`config.mk`:
```
export PLATFORM = sky130hd
export DESIGN_NAME = wheel_state_writeback
export DESIGN_NICKNAME = d
export VERILOG_FILES = /design/src/rtl/wheel_state_writeback.sv
export SDC_FILE = /design/constraint.sdc
export NUM_CORES = 2
export LEC_CHECK = 0
export ABC_AREA = 1
export CAP_MARGIN = 30
export CORE_AREA = 2 2 432 434
export CTS_CLUSTER_DIAMETER = 60
export DETAILED_ROUTE_END_ITERATION = 16
export DIE_AREA = 0 0 434 436
export PLACE_DENSITY = 0.5
export SYNTH_ARGS = -nofsm -noshare
export SYNTH_HDL_FRONTEND = slang
export SYNTH_SLANG_ARGS = --single-unit
export TNS_END_PERCENT = 50
```
`constraint.sdc`:
```
create_clock -name clk_in -period 1.8 [get_ports clk_in]
set_clock_uncertainty 0.05 [all_clocks]
set_input_delay 0.18 -clock clk_in [delete_from_list [all_inputs] [get_ports clk_in]]
set_output_delay 0.18 -clock clk_in [all_outputs]
set_load 0.05 [all_outputs]
```
`src/rtl/wheel_state_writeback.sv`:
```
// Writeback/sequencer for the wheel physics step: starts each step, captures streamed node and
// velocity beats into a shadow buffer and commits them atomically. Option: WHEEL_WB_VEL_CLAMP_EN.
module wheel_state_writeback #(
    parameter int NUM_NODES      = 8,
    parameter int POSITION_SIZE  = 16,
    parameter int VELOCITY_SIZE  = 16,
    parameter int TIMEOUT_CYCLES = 4096,
    parameter int VEL_LIMIT      = 2047
) (
    input  logic                                         clk_in,
    input  logic                                         rst_in,
    input  logic                                         init_in,
    input  logic [NUM_NODES-1:0][1:0][POSITION_SIZE-1:0] init_nodes,
    input  logic [NUM_NODES-1:0][1:0][VELOCITY_SIZE-1:0] init_velocities,
    input  logic                                         step_in,
    output logic                                         begin_out,
    input  logic [POSITION_SIZE-1:0]                     node_in_x,
    input  logic [POSITION_SIZE-1:0]                     node_in_y,
    input  logic                                         node_in_valid,
    input  logic                                         node_in_done,
    input  logic [VELOCITY_SIZE-1:0]                     vel_in_x,
    input  logic [VELOCITY_SIZE-1:0]                     vel_in_y,
    input  logic                                         vel_in_valid,
    input  logic                                         result_in,
    output logic [NUM_NODES-1:0][1:0][POSITION_SIZE-1:0] nodes_out,
    output logic [NUM_NODES-1:0][1:0][VELOCITY_SIZE-1:0] velocities_out,
    output logic                                         busy_out,
    output logic [15:0]                                  step_count_out,
    output logic [7:0]                                   missed_out,
    output logic                                         error_out
);

    localparam int CNT_W = $clog2(NUM_NODES) + 1;
    localparam int IDX_W = (NUM_NODES > 1) ? $clog2(NUM_NODES) : 1;
    localparam int WD_W  = $clog2(TIMEOUT_CYCLES + 1);
    localparam logic [CNT_W-1:0] CNT_FULL = CNT_W'(NUM_NODES);
    localparam logic [WD_W-1:0]  WD_LAST  = WD_W'(TIMEOUT_CYCLES - 1);

    if (NUM_NODES < 2 || TIMEOUT_CYCLES < 2 ||
        VEL_LIMIT < 1 || VEL_LIMIT >= (1 << (VELOCITY_SIZE - 1))) begin : g_bad_params
        $error("wheel_state_writeback: parameter out of range");
    end

    typedef enum logic [1:0] {
        ST_IDLE,
        ST_RUN,
        ST_COMMIT
    } state_t;

    state_t                                       state;
    logic [NUM_NODES-1:0][1:0][POSITION_SIZE-1:0] shadow_pos;
    logic [NUM_NODES-1:0][1:0][VELOCITY_SIZE-1:0] shadow_vel;
    logic [CNT_W-1:0]                             node_cnt;
    logic [CNT_W-1:0]                             vel_cnt;
    logic [WD_W-1:0]                              wd_cnt;

    logic                     node_full;
    logic                     vel_full;
    logic [CNT_W-1:0]         node_cnt_sum;
    logic [CNT_W-1:0]         vel_cnt_sum;
    logic                     node_complete;
    logic                     vel_complete;
    logic                     miss_inc;
    logic [IDX_W-1:0]         node_idx;
    logic [IDX_W-1:0]         vel_idx;
    logic [VELOCITY_SIZE-1:0] vel_wr_x;
    logic [VELOCITY_SIZE-1:0] vel_wr_y;

`ifdef WHEEL_WB_VEL_CLAMP_EN
    localparam logic signed [VELOCITY_SIZE-1:0] VEL_MAX = VELOCITY_SIZE'(VEL_LIMIT);
    localparam logic signed [VELOCITY_SIZE-1:0] VEL_MIN = -VEL_MAX;

    function automatic logic [VELOCITY_SIZE-1:0] sat_vel(input logic signed [VELOCITY_SIZE-1:0] v);
        if (v > VEL_MAX) return VEL_MAX;
        if (v < VEL_MIN) return VEL_MIN;
        return v;
    endfunction

    assign vel_wr_x = sat_vel(vel_in_x);
    assign vel_wr_y = sat_vel(vel_in_y);
`else
    assign vel_wr_x = vel_in_x;
    assign vel_wr_y = vel_in_y;
`endif

    // A step completes with this cycle's beat included, so result_in may share a cycle with the last beat.
    // NOTE: every always_comb output gets a value on every path, so no latch is inferred.
    always_comb begin
        node_full     = (node_cnt == CNT_FULL);
        vel_full      = (vel_cnt == CNT_FULL);
        node_cnt_sum  = node_cnt + CNT_W'(node_in_valid);
        vel_cnt_sum   = vel_cnt + CNT_W'(vel_in_valid);
        node_complete = node_full || (node_cnt_sum == CNT_FULL);
        vel_complete  = vel_full || (vel_cnt_sum == CNT_FULL);
        node_idx      = node_cnt[IDX_W-1:0];
        vel_idx       = vel_cnt[IDX_W-1:0];
        miss_inc      = (state != ST_IDLE) && step_in && !init_in && (missed_out != 8'hFF);
    end

    // NOTE: sequential state uses <= only, so every read in this block sees pre-edge values.
    always_ff @(posedge clk_in or negedge rst_in) begin
        if (!rst_in) begin
            state          <= ST_IDLE;
            nodes_out      <= '0;
            velocities_out <= '0;
            // NOTE: the shadow buffer is reset like the live arrays; it is small and register-based.
            shadow_pos     <= '0;
            shadow_vel     <= '0;
            node_cnt       <= '0;
            vel_cnt        <= '0;
            wd_cnt         <= '0;
            begin_out      <= 1'b0;
            busy_out       <= 1'b0;
            step_count_out <= '0;
            missed_out     <= '0;
            error_out      <= 1'b0;
        end else begin
            begin_out <= 1'b0;
            if (miss_inc) begin
                missed_out <= missed_out + 8'd1;
            end

            if (init_in) begin
                nodes_out      <= init_nodes;
                velocities_out <= init_velocities;
                shadow_pos     <= init_nodes;
                shadow_vel     <= init_velocities;
                error_out      <= 1'b0;
                state          <= ST_IDLE;
                busy_out       <= 1'b0;
            end else begin
                case (state)
                    ST_IDLE: begin
                        if (step_in) begin
                            begin_out <= 1'b1;
                            busy_out  <= 1'b1;
                            node_cnt  <= '0;
                            vel_cnt   <= '0;
                            wd_cnt    <= '0;
                            state     <= ST_RUN;
                        end
                    end

                    ST_RUN: begin
                        if (node_in_valid) begin
                            if (node_full) begin
                                error_out <= 1'b1;
                            end else begin
                                shadow_pos[node_idx] <= {node_in_x, node_in_y};
                                node_cnt             <= node_cnt + CNT_W'(1);
                            end
                        end
                        if (vel_in_valid) begin
                            if (vel_full) begin
                                error_out <= 1'b1;
                            end else begin
                                shadow_vel[vel_idx] <= {vel_wr_x, vel_wr_y};
                                vel_cnt             <= vel_cnt + CNT_W'(1);
                            end
                        end
                        if (node_in_done && (node_cnt_sum != CNT_FULL)) begin
                            error_out <= 1'b1;
                        end

                        if (result_in) begin
                            if (node_complete && vel_complete) begin
                                state <= ST_COMMIT;
                            end else begin
                                error_out <= 1'b1;
                                busy_out  <= 1'b0;
                                state     <= ST_IDLE;
                            end
                        end else if (wd_cnt == WD_LAST) begin
                            error_out <= 1'b1;
                            busy_out  <= 1'b0;
                            state     <= ST_IDLE;
                        end else begin
                            wd_cnt <= wd_cnt + WD_W'(1);
                        end
                    end

                    ST_COMMIT: begin
                        nodes_out      <= shadow_pos;
                        velocities_out <= shadow_vel;
                        step_count_out <= step_count_out + 16'd1;
                        busy_out       <= 1'b0;
                        state          <= ST_IDLE;
                    end

                    default: begin
                        busy_out <= 1'b0;
                        state    <= ST_IDLE;
                    end
                endcase
            end
        end
    end

endmodule

```
==> results.yml <==
cells_and_area:
  utilization: 0.402
  n_fill_cell: 18500
  syn_to_final_growth_pct: 61.9
  stdcell_count: 9584
  final-seq-area_um2: 26900
  drive_gt1_frac: 0.232
  postLayoutCellArea_um2: 74200
  multi_input_comb_area_um2: 18400
  nets: 7545
global_route:
  grt.overflow.total: 0
  grt_usage: 0.268
  grt_max_degree: 86
  grt_pass1_vias: 45600
  grt_pass1_wl_um: 357000
  antenna_found_initial: 73
power_and_ir_drop:
  ir_drop_uv: 715
  p_leak_nw: 33.2
  power_density_nw_per_um2: 1100
sta:
  fin_ws_ns: -0.201
  min_period_over_period: 1.11
  slew_violations: 0
  final.min_clock_period_ns: 2.00
  slew-limit-headroom: 0.330
  hold_violations: 0
  rsz0062_at_grt: "true"
  worst_pin_slew_ns: 1.00
  setup_viol: 494
  timing.fmax_ghz: 0.500
logic_synthesis:
  syn_area_um2: 45800
  syn_nets: 5742
  synth_area_per_cell_um2: 8.90
  ys_types: 37
  ys_ff_latch: 1074
  syn_inst: 5147
  yosysSeqAreaShare: 0.587
  yosys_warnings: 0
clock_tree:
  clkSinkCount: 1074
  numCtsBuffers: 139
  htree_levels: 4
  clock_path_buffers: 3
  path_clk_slew_ns: 0.06
  cts_tree: "yes"
  clk_latency_ns: 0.79
  root_buffer: "clkbuf_16"
floorplanning:
  die_h_um: 436
  core_region_area_um2: 185000
  floorplan.rows: 158
  start_util: 0.248
  ioPinCount: 1123
  die_area_um2: 189000
  die_width_um: 434
status:
  violations: "negative setup slack"
  status: "finished with violations"
routing:
  drc_errors: 0
  routedWlPerCell_um: 28.0
  vias: 47800
  firstDrtPassIters: 6
  viasPerCell: 4.99
  first_iter_violations: 4737
  routed_wl_um: 269000
  antenna_left: 0
critical_path:
  worstSetupPathType: "flop to flop"
  reg2regPathDepth: 13
  start_kind: "flop"
  cp-end-kind: "flop"
  arrival_ns: 2.61
  cp_data_required_time_ns: 2.41
  critPathMaxFanout: 7
place:
  dp.cells: 8847
  io_buffers: 1122
  dpl.hpwl_um: 200000
  placed_cell_area_um2: 62600
  gp_congestion: 0.939
job:
  cap_violations: 0
min_path:
  hold_path_class: "primary input to flop"
  hold_depth: 5
-- report_power, final --
group | leakage (nW) | switching [mW] | internal, mW | total [mW]
registers | 12.7 | 2.66 | 27.3 | 29.9
clock network | 2.23 | 11.7 | 16.5 | 28.2
logic | 18.3 | 15.2 | 7.97 | 23.1
total | 33.2 | 29.5 | 51.7 | 81.3
-- sequential cells by signal, indices dropped and copies added (netlist names) --
register	flops
begin_out	1
busy_out	1
error_out	1
missed_out	8
node_cnt	4
nodes_out	256
shadow_pos	256
shadow_vel	256
state	2
step_count_out	16
vel_cnt	4
velocities_out	256
wd_cnt	13
-- worst max-delay path, cell delays in order (launching register included) --
cell	delay, ns
dfrtp_2	0.42
inv_4	0.07
ha_4	0.14
nand2_4	0.05
nor2_4	0.11
nor2_4	0.05
nand2_4	0.10
clkinv_8	0.08
buf_12	0.14
nand3_4	0.14
nand2_8	0.14
clkbuf_16	0.23
nor2_4	0.11
a31oi_4	0.04
-- what timing repair did --
item,4_1_cts,5_1_grt
gates cloned,19,39
hold endpoints to repair,1718,0
gates resized for setup,716,471
setup buffers,15,33
pin swaps,15,69
setup endpoints to repair,628,627
hold buffers,343,0
-- path summary, 6_finish.rpt --
check / from / end / slack (ns)
max in group asynchronous: rst_in / shadow_pos[152]$_DFFE_PN0P_ / 0.01
setup reg to reg: vel_cnt[0]$_DFFE_PN0P_ / shadow_vel[41]$_DFFE_PN0P_ / -0.20
hold / removal: init_velocities[19] / shadow_vel[19]$_DFFE_PN0P_ / 0.05
min in group asynchronous: rst_in / nodes_out[189]$_DFFE_PN0P_ / 0.25
setup / recovery: vel_cnt[0]$_DFFE_PN0P_ / shadow_vel[41]$_DFFE_PN0P_ / -0.20
hold reg to reg: shadow_vel[209]$_DFFE_PN0P_ / shadow_vel[209]$_DFFE_PN0P_ / 0.43
-- cell type report --
type / instances / area share
sequential: 1074 / 0.363
inverter: 215 / 0.0130
clock inverter: 37 / 0.00583
multi-input combinational: 3527 / 0.248
antenna: 44 / 0.00148
tap: 2480 / 0.0418
timing repair inverter: 1 / 0.000219
timing repair buffer: 1992 / 0.271
clock buffer: 214 / 0.0560
-- stage by stage --
stage / TNS (ns) / hold WS, ns / setup WS (ns) / total power, mW
after floorplan: -1.51 / -0.166 / -0.0405 / 40.5
after global placement: -80.34 / 0.101 / -0.537 / 51.0
after detailed placement: -88.75 / 0.102 / -0.397 / 51.2
after CTS: -23.84 / 0.000199 / -0.183 / 80.5
after global routing: -90.38 / 0.0142 / -0.280 / 84.1
final: -44.66 / 0.0469 / -0.201 / 81.3
-- cell families (layout without fill, tap and decap cells) --
logic type	Yosys count	after routing	synth area share
compound gates	1216	1216	0.161
xor+xnor	25	25	0.00478
fa+ha+maj	11	11	0.00300
buf+inv	546	2459	0.0515
flops	1074	1074	0.587
mux	3	3	0.000737
other cells	0	44	0
simple gates	2272	2272	0.192
-- synth_stat cells (all sizes together) --
cell       n  share of area
nor3b      1        0.00016
dfrtp   1074           0.59
a31oi    503          0.069
nand4     18         0.0025
xor2      15         0.0029
a311oi     1        0.00019
buf      164          0.020
mux2       3        0.00074
nor2     689          0.057
o21ai    167          0.018
ha        11         0.0030
o21bai     1        0.00016
inv      214          0.018
clkbuf   167          0.014
o211ai   258          0.042
or2        1        0.00014
nand2   1498           0.12
clkinv     1       0.000082
nand3     47         0.0060
xnor2     10         0.0019
a21oi    286          0.031
nor3      18         0.0020
-- layer usage --
metal	track usage	share of wire	wire length, um	vias to the layer above
li1	-	-	-	21000
met1	0.360	0.42	113000	24100
met2	0.404	0.45	120000	2114
met3	0.0596	0.079	21200	544
met4	0.133	0.053	14300	4
met5	0	0.00013	34	-
-- cells in the final DEF (no fill, tap or decap), drive strengths merged --
cell type,netlist,layout
nand2,1498,1498
dfrtp,1074,1074
buf,164,1022
nor2,689,689
clkdlybuf4s50,0,581
a31oi,503,503
dlygate4sd3,0,343
a21oi,286,286
o211ai,258,258
clkbuf,167,245
inv,214,223
o21ai,167,167
nand3,47,47
diode,0,44
clkinv,1,22
nand4,18,18
nor3,18,18
xor2,15,15
clkdlybuf4s15,0,14
ha,11,11
xnor2,10,10
clkinvlp,0,5
mux2,3,3
bufinv,0,3
or2,1,1
o21bai,1,1
nor3b,1,1
a311oi,1,1
bufbuf,0,1
No activity file was read; power rests on OpenSTA's default activity.
